### src/rtl/mac_stream_pkg.sv
// mac_stream_pkg
//   Shared definitions for the streaming multiply-accumulate block:
//   FSM state encoding and default parameter values.
package mac_stream_pkg;

  typedef enum logic [1:0] {
    ST_ACCUM = 2'd0,
    ST_DRAIN = 2'd1,
    ST_HOLD  = 2'd2
  } mac_state_e;

  localparam int DEF_IN_W    = 4;
  localparam int DEF_ACC_W   = 16;
  localparam int DEF_N_TERMS = 128;
  localparam int DEF_SIGNED  = 0;

endpackage

### src/rtl/mac_mult_stage.sv
// mac_mult_stage
//   Registered multiplier: one product per accepted beat, extended to the
//   accumulator width (zero-extended when SIGNED=0, sign-extended when 1).
// Ports
//   clk, rst       : clock, synchronous active-high reset
//   en_i           : beat accepted this cycle
//   a_i, b_i       : operands
//   prod_valid_o   : prod_o holds a product to be accumulated
//   prod_o         : extended product, ACC_W bits
module mac_mult_stage
  import mac_stream_pkg::*;
#(
  parameter int IN_W   = DEF_IN_W,
  parameter int ACC_W  = DEF_ACC_W,
  parameter int SIGNED = DEF_SIGNED
) (
  input  logic              clk,
  input  logic              rst,
  input  logic              en_i,
  input  logic [IN_W-1:0]   a_i,
  input  logic [IN_W-1:0]   b_i,
  output logic              prod_valid_o,
  output logic [ACC_W-1:0]  prod_o
);

  localparam int PW = 2 * IN_W;

  logic            sx;
  logic [PW-1:0]   a_x;
  logic [PW-1:0]   b_x;
  logic [PW-1:0]   prod_w;
  logic [ACC_W-1:0] prod_ext;
  logic            prod_valid_q;
  logic [ACC_W-1:0] prod_q;

  // Widening both operands first means the low PW bits of an unsigned
  // multiply equal the signed product as well, so one multiplier serves both.
  assign sx     = (SIGNED != 0);
  assign a_x    = {{IN_W{sx & a_i[IN_W-1]}}, a_i};
  assign b_x    = {{IN_W{sx & b_i[IN_W-1]}}, b_i};
  assign prod_w = a_x * b_x;

  if (ACC_W > PW) begin : g_ext
    assign prod_ext = {{(ACC_W-PW){sx & prod_w[PW-1]}}, prod_w};
  end else begin : g_noext
    assign prod_ext = prod_w;
  end

  always_ff @(posedge clk) begin
    if (rst) begin
      prod_valid_q <= 1'b0;
      prod_q       <= '0;
    end else begin
      prod_valid_q <= en_i;
      if (en_i) prod_q <= prod_ext;
    end
  end

  assign prod_valid_o = prod_valid_q;
  assign prod_o       = prod_q;

endmodule

### src/rtl/mac_stream_accum.sv
// mac_stream_accum
//   Streaming MAC: accumulates in_a*in_b over a frame (ended by in_last or
//   the N_TERMS-th beat) and presents sum, beat count and sticky overflow.
//   Optional macro MAC_SATURATE_EN: clamp at the crossed bound instead of
//   wrapping; the overflow flag behaves the same either way.
// Ports
//   clk, rst                          : clock, synchronous active-high reset
//   in_valid/in_ready/in_a/in_b/in_last : operand stream
//   out_valid/out_ready/out_sum/out_count/out_ovf : result stream
//
// state    | meaning
// ST_ACCUM | accepting beats, in_ready=1
// ST_DRAIN | final product in flight to the accumulator
// ST_HOLD  | result presented, waiting for out_ready
module mac_stream_accum
  import mac_stream_pkg::*;
#(
  parameter int IN_W    = DEF_IN_W,
  parameter int ACC_W   = DEF_ACC_W,
  parameter int N_TERMS = DEF_N_TERMS,
  parameter int SIGNED  = DEF_SIGNED
) (
  input  logic                         clk,
  input  logic                         rst,
  input  logic                         in_valid,
  output logic                         in_ready,
  input  logic [IN_W-1:0]              in_a,
  input  logic [IN_W-1:0]              in_b,
  input  logic                         in_last,
  output logic                         out_valid,
  input  logic                         out_ready,
  output logic [ACC_W-1:0]             out_sum,
  output logic [$clog2(N_TERMS+1)-1:0] out_count,
  output logic                         out_ovf
);

  localparam int CNT_W = $clog2(N_TERMS+1);
  localparam logic [CNT_W-1:0] LAST_CNT = CNT_W'(N_TERMS - 1);
  localparam logic [ACC_W-1:0] U_MAX = {ACC_W{1'b1}};
  localparam logic [ACC_W-1:0] S_MAX = {1'b0, {(ACC_W-1){1'b1}}};
  localparam logic [ACC_W-1:0] S_MIN = {1'b1, {(ACC_W-1){1'b0}}};

  mac_state_e       state_q;
  logic [ACC_W-1:0] acc_q;
  logic [CNT_W-1:0] cnt_q;
  logic             ovf_q;
  logic             out_valid_q;
  logic             in_ready_q;

  logic             accept;
  logic             prod_valid;
  logic [ACC_W-1:0] prod;
  logic [ACC_W:0]   sum_full;
  logic             add_ovf;
  logic [ACC_W-1:0] acc_d;

  assign accept = in_valid & in_ready_q;

  mac_mult_stage #(
    .IN_W   (IN_W),
    .ACC_W  (ACC_W),
    .SIGNED (SIGNED)
  ) u_mult (
    .clk          (clk),
    .rst          (rst),
    .en_i         (accept),
    .a_i          (in_a),
    .b_i          (in_b),
    .prod_valid_o (prod_valid),
    .prod_o       (prod)
  );

  always_comb begin
    sum_full = {1'b0, acc_q} + {1'b0, prod};
    // Signed overflow: both addends share a sign the result does not.
    if (SIGNED != 0)
      add_ovf = (acc_q[ACC_W-1] == prod[ACC_W-1]) &&
                (sum_full[ACC_W-1] != acc_q[ACC_W-1]);
    else
      add_ovf = sum_full[ACC_W];
    acc_d = sum_full[ACC_W-1:0];
`ifdef MAC_SATURATE_EN
    // A positive product can only cross the top bound, a negative one the bottom.
    if (add_ovf) begin
      if (SIGNED != 0) acc_d = prod[ACC_W-1] ? S_MIN : S_MAX;
      else             acc_d = U_MAX;
    end
`endif
  end

  always_ff @(posedge clk) begin
    if (rst) begin
      state_q     <= ST_ACCUM;
      acc_q       <= '0;
      cnt_q       <= '0;
      ovf_q       <= 1'b0;
      out_valid_q <= 1'b0;
      in_ready_q  <= 1'b1;
    end else begin
      if (prod_valid) begin
        acc_q <= acc_d;
        ovf_q <= ovf_q | add_ovf;
      end
      if (accept) cnt_q <= cnt_q + CNT_W'(1);

      case (state_q)
        ST_ACCUM: begin
          if (accept && (in_last || cnt_q == LAST_CNT)) begin
            state_q    <= ST_DRAIN;
            in_ready_q <= 1'b0;
          end
        end
        ST_DRAIN: begin
          state_q     <= ST_HOLD;
          out_valid_q <= 1'b1;
        end
        ST_HOLD: begin
          if (out_ready) begin
            state_q     <= ST_ACCUM;
            acc_q       <= '0;
            cnt_q       <= '0;
            ovf_q       <= 1'b0;
            out_valid_q <= 1'b0;
            in_ready_q  <= 1'b1;
          end
        end
        default: begin
          state_q     <= ST_ACCUM;
          out_valid_q <= 1'b0;
          in_ready_q  <= 1'b1;
        end
      endcase
    end
  end

  assign in_ready  = in_ready_q;
  assign out_valid = out_valid_q;
  assign out_sum   = acc_q;
  assign out_count = cnt_q;
  assign out_ovf   = ovf_q;

  // Parameters outside their legal ranges are not supported.
  if (SIGNED != 0) begin : g_s_used
  end
  logic unused_bounds;
  assign unused_bounds = ^{U_MAX, S_MAX, S_MIN};

endmodule

### config.mk
export PLATFORM = sky130hd
export DESIGN_NAME = mac_stream_accum
export DESIGN_NICKNAME = d
export VERILOG_FILES = /design/src/rtl/mac_stream_pkg.sv /design/src/rtl/mac_mult_stage.sv /design/src/rtl/mac_stream_accum.sv
export SDC_FILE = /design/constraint.sdc
export NUM_CORES = 1
export LEC_CHECK = 0
export CAP_MARGIN = 20
export CELL_PAD_IN_SITES_DETAIL_PLACEMENT = 1
export CELL_PAD_IN_SITES_GLOBAL_PLACEMENT = 1
export CORE_ASPECT_RATIO = 1.4
export CORE_MARGIN = 3
export CORE_UTILIZATION = 39
export DETAILED_ROUTE_END_ITERATION = 8
export GPL_TIMING_DRIVEN = 0
export PLACE_DENSITY_LB_ADDON = 0.1
export SKIP_CTS_REPAIR_TIMING = 1
export SYNTH_ARGS = -nofsm -noshare
export SYNTH_HDL_FRONTEND = slang
export SYNTH_SLANG_ARGS = --single-unit
### constraint.sdc
create_clock -name clk -period 3.2 [get_ports clk]
set_clock_uncertainty 0.15 [all_clocks]
set_input_delay 0.48 -clock clk [delete_from_list [all_inputs] [get_ports clk]]
set_output_delay 0.48 -clock clk [all_outputs]
set_load 0.1 [all_outputs]
=== Word level (Yosys, flattened, before mapping) ===
Cells that the tools add are included.

* Flip-flop bits (word level): 38
* Bits in latches: 0
* Memory bits (writable): 0
* Memory bits (read-only): 0
* Bits of input ports: 13
* Output and inout port bits: 27
* Word-level logic and storage cells: 43
* Memories kept: 0

* Add/subtract/negate cells: 2
* Multiply operators: 1
* Div/mod/pow operators: 0
* $lt $le $gt $ge: 0
* Equality and inequality tests: 5
* Shifts and indexed selects: 0
* Mux-type cells: 17
* Bitwise operators: 4
* Reductions and logical operators: 6

{| class="wikitable"
|+ Operator list
! kind !! number
|-
| $mux 16 || 3
|-
| $mux 8 || 3
|-
| $add 16x8->17 || 1
|-
| $add 8x1->8 const B || 1
|-
| $eq 8x7->1 const B || 1
|-
| $mul 4x4->8 || 1
|-
| $mux 1 || 6
|-
| $pmux 1 s3 || 2
|-
| $pmux 2 s3 || 1
|-
| $mux 2 || 2
|-
| $ne 2x2->1 const B || 2
|-
| $reduce_and 2->1 || 2
|-
| $reduce_and 3->1 || 1
|-
| $eq 2x1->1 const B || 1
|-
| $eq 2x2->1 const B || 1
|-
| $logic_not 2->1 || 1
|-
| $not 1->1 || 2
|-
| $and 1x1->1 || 1
|-
| $logic_and 1x1->1 || 1
|-
| $logic_or 1x1->1 || 1
|-
| $or 1x1->1 || 1
|}

=== Longest topological paths before layout ===
* Word-level depth: 5
* Mapped depth: 11

=== Modules after synthesis ===
A second synthesis with hierarchy kept.

* Cells, all modules: 308
* Area, all modules: 2,690.1 µm²

{| class="wikitable"
|+ By module, submodules not included
! module !! instances !! cells each !! area an instance (µm²) !! seq. area each (µm²)
|-
| mac_stream_accum || 1 || 218 || 1,871.8 || 580.6
|-
| mac_mult_stage || 1 || 90 || 818.3 || 180.2
|}

=== Least setup slack after synthesis ===
No wires, ideal clock.

* Path type: input -> register
* From: input in_b[3]
* To: register u_mult.prod_q[7] (netlist: u_mult.prod_o[7])
* Library setup time: 106 ps
* Arrival time: 2,674 ps
* Required time: 2,944 ps
* Path slack: 270 ps
* Stages: 9
* Buffers on the path: 0
* Cell sequence: nand2_1 > fa_1 > fa_1 > inv_1 > ha_1 > a21o_1 > a211oi_1 > nor2_1 > o311ai_0

* Longest elaborated chain between the ends: 1

{| class="wikitable"
|+ RTL lines
! what !! line !! text
|-
| start: declaration || mac_stream_accum.sv:28 || <nowiki>input logic [IN_W-1:0] in_b,</nowiki>
|-
| $mul 4x4->8 || mac_mult_stage.sv:41 || <nowiki>assign prod_w = a_x * b_x;</nowiki>
|-
| end signal: assignment || mac_mult_stage.sv:55 || <nowiki>if (en_i) prod_q <= prod_ext;</nowiki>
|-
| end: declaration || mac_mult_stage.sv:34 || <nowiki>logic [ACC_W-1:0] prod_q;</nowiki>
|}

Every way passes these cells.
A chain may end at the register's enable or synchronous reset.

=== Worst setup path in the final report ===
* From: input in_b[3]
* To: register u_mult.prod_q[6] (netlist: u_mult.prod_o[6])

Same word-level chain as after synthesis.

==> reports/qor.txt <==
worst slack, placed = -0.5633 ns
RSZ-0062 raised after global routing = false
# diodes = 0
Synth area leader = dfxtp_1
GRT overflow = 0
post-route ant nets = 0
met1 usage = 0.1868
final number of hold-violating endpoints = 0
sequential area share after synthesis = 0.3427
Post-synth EDFFs = 0
#FFs+latches synth = 38
area grow syn2layout = 26.78%
largest net degree at the start of global routing = 12
Non-Filler Instances = 371
PortBufs = 39
WS Path Type = in2reg
delay-heaviest family, CP = adder cells
P per Cell Area = 399.5 nW/um2
crit path launch type = input port
vias post-DR = 1,960
syn_nets = 296
async set-reset flop share out of synthesis = 0
1st-pass router iterations = 4
Ys Warns = 0
Netlist cell types = 38
CORE AREA = 5353 um2
number of global-route vias before repair = 1,988
fin worst setup slack = 0.3000 ns
synth top area cells = dfxtp_1 (34%), ha_1 (12%), nand2_1 (5.4%)
first-pass GRT wire length = 9232 um
fin crit share = 0.9062
Via density = 5.283
CTS Sinks = 38
slowest library cell on the worst path = fa_1
Hold WS = 0.3149 ns
met3 usage = 0.03481
routability cong. = 0.7524
H-tree depth = 2
num ports = 40
crit-path max cell delay = 0.58 ns
num rows = 31
die area = 6646 um2
hpwl dp = 4508 um
CP Buf/Inv Count = 3
Worst Tran Pin Value = 0.9830 ns
Worst R2R Setup Slack = 0.91 ns
outcome = finished clean
Slew headroom = 0.3426
drt wl/cell = 15.05 um
post-placement cell count = 362
chip height = 95.27 um
All-Layer GR Usage = 0.1752
LEAKAGE = 1.244 nW
GR Util met2 = 0.3391
grt peak-use layer = met2
Max VDD drop = 0.0001563 V
Critical Path Sink Type = flop
max-slew violations = 0
Max Freq = 344.8 MHz
total CTS buffers = 5
drc violations = 0
clock latency on the worst-skew pair = 0.29 ns
Most used DFF post-synth = dfxtp_1
Worst-path clk slew = 0.07 ns
Clock Root Buffer = clkbuf_8
critical path required time = 3.24 ns
initial antenna violation count = 0
clk buf depth = 2
synthesized instance count = 257
Setup violations, final = 0
cell area after synthesis = 2220 um2
Mean Syn Cell Area = 8.637 um2
min-delay worst type = reg2reg
critical path arrival = 2.94 ns
CTS tree = yes
Initial Util = 0.4147
CP cell instances = dlymetal6s2s_1 -> nand2_1 -> fa_1 -> fa_2 -> buf_4 -> fa_1 -> inv_1 -> a21o_1 -> a21oi_1 -> xnor2_1 -> a21o_1
Routed Wire Length = 5585 um
DRT iter0 DRCs = 51
Total Power = 1.124 mW
fin nets = 343
max_cap viols = 0
post-synth top area share = 0.3427
Die W = 69.76 um
Fill cells = 666
Tmin final = 2.900 ns
share of cells above drive strength 1 = 0.06230
critical-path maximum fanout = 4
==> logic make-up (layout without fill, tap and decap cells) <==
group / Yosys count / in the layout / synth area share
AOI/OAI and AO/OA: 56 / 56 / 0.1657
and+or+nand+nor: 96 / 96 / 0.2018
muxes: 2 / 2 / 0.009020
buffers and inverters: 18 / 66 / 0.03438
adders and majority gates: 26 / 26 / 0.1635
DFF: 38 / 38 / 0.3427
xor gates and xnor gates: 21 / 21 / 0.08286
==> per-layer routing <==
metal,share of wire,vias to the layer above
met5,0,-
met4,0.017,0
met3,0.023,7
met2,0.55,27
met1,0.41,938
li1,-,988
==> through the flow <==
step	setup TNS (ns)	utilization	cell area, um2
3_3_place_gp	-1.002	0.5030	2693
3_5_place_dp	-1.285	0.5030	2693
5_1_grt	0	0.5257	2814
4_1_cts	-0.2937	0.5201	2784
6_report	0	0.5257	2814
2_1_floorplan	0	-	2220
==> report_power, final <==
part	total, mW	switching [mW]	internal, mW
registers	0.509	0.0162	0.493
logic	0.272	0.174	0.0982
clock network	0.343	0.169	0.174
==> final timing paths <==
check	start	endpoint	cells past startpoint
max	in_b[3]	u_mult.prod_o[6]$_SDFFE_PP0P_	11
min	u_mult.prod_o[0]$_SDFFE_PP0P_	u_mult.prod_o[0]$_SDFFE_PP0P_	2
max reg2reg	out_sum[0]$_SDFF_PP0_	out_sum[12]$_SDFF_PP0_	7
min reg2reg	u_mult.prod_o[0]$_SDFFE_PP0P_	u_mult.prod_o[0]$_SDFFE_PP0P_	2
==> placed cells by master, fill, tap and decap left out, types with 8 or more instances in the layout <==
| cell | netlist | final |
|---|---|---|
| nor2_1 | 29 | 29 |
| nand2_1 | 32 | 32 |
| xor2_1 | 11 | 11 |
| a21o_1 | 8 | 8 |
| inv_1 | 12 | 12 |
| and2_1 | 9 | 9 |
| xnor2_1 | 10 | 10 |
| clkdlybuf4s50_1 | 0 | 33 |
| dfxtp_1 | 38 | 38 |
| ha_1 | 21 | 21 |
| a21oi_1 | 19 | 19 |
==> final cells by class <==
cell class                 count  area (um2)  share of cell area
multi-input combinational    201        1390              0.4940
sequential                    38       760.7              0.2703
timing repair buffer          40       412.9              0.1467
clock buffer                   7       86.33             0.03068
tap                           66       82.58             0.02935
inverter                      12       45.04             0.01601
buffer                         6       31.28             0.01112
clock inverter                 1       5.005            0.001779
==> worst register-to-register path, cell delays in order (launching register included) <==
cell	delay, ns
dfxtp_1	0.33
ha_1	0.25
fa_1	0.45
a211oi_1	0.38
o211ai_1	0.25
nand4_1	0.17
xor2_1	0.15
nor2_1	0.06
==> synth_stat cells (2+ instances only) <==
| master | count |
|---|---|
| and3_1 | 2 |
| nand4_1 | 5 |
| a211oi_1 | 6 |
| nand2_1 | 32 |
| or3_1 | 2 |
| buf_4 | 2 |
| and2_1 | 9 |
| o21ai_0 | 6 |
| nand3_1 | 6 |
| o211ai_1 | 2 |
| a31oi_1 | 3 |
| nor2b_1 | 2 |
| a31o_2 | 3 |
| clkbuf_1 | 3 |
| o22ai_1 | 2 |
| ha_1 | 21 |
| nor2_1 | 29 |
| fa_1 | 5 |
| a21oi_1 | 19 |
| o21a_1 | 2 |
| xor2_1 | 11 |
| a21o_1 | 8 |
| mux2i_1 | 2 |
| dfxtp_1 | 38 |
| inv_1 | 12 |
| xnor2_1 | 10 |
| nor3_1 | 4 |
==> state kept, by name (all words and copies together) (netlist names) <==
| signal | flops |
|---|---|
| u_mult.prod_valid_o | 1 |
| out_count | 8 |
| out_valid | 1 |
| state_q | 2 |
| out_sum | 16 |
| in_ready | 1 |
| out_ovf | 1 |
| u_mult.prod_o | 8 |
(Power assumes the default switching activity.)
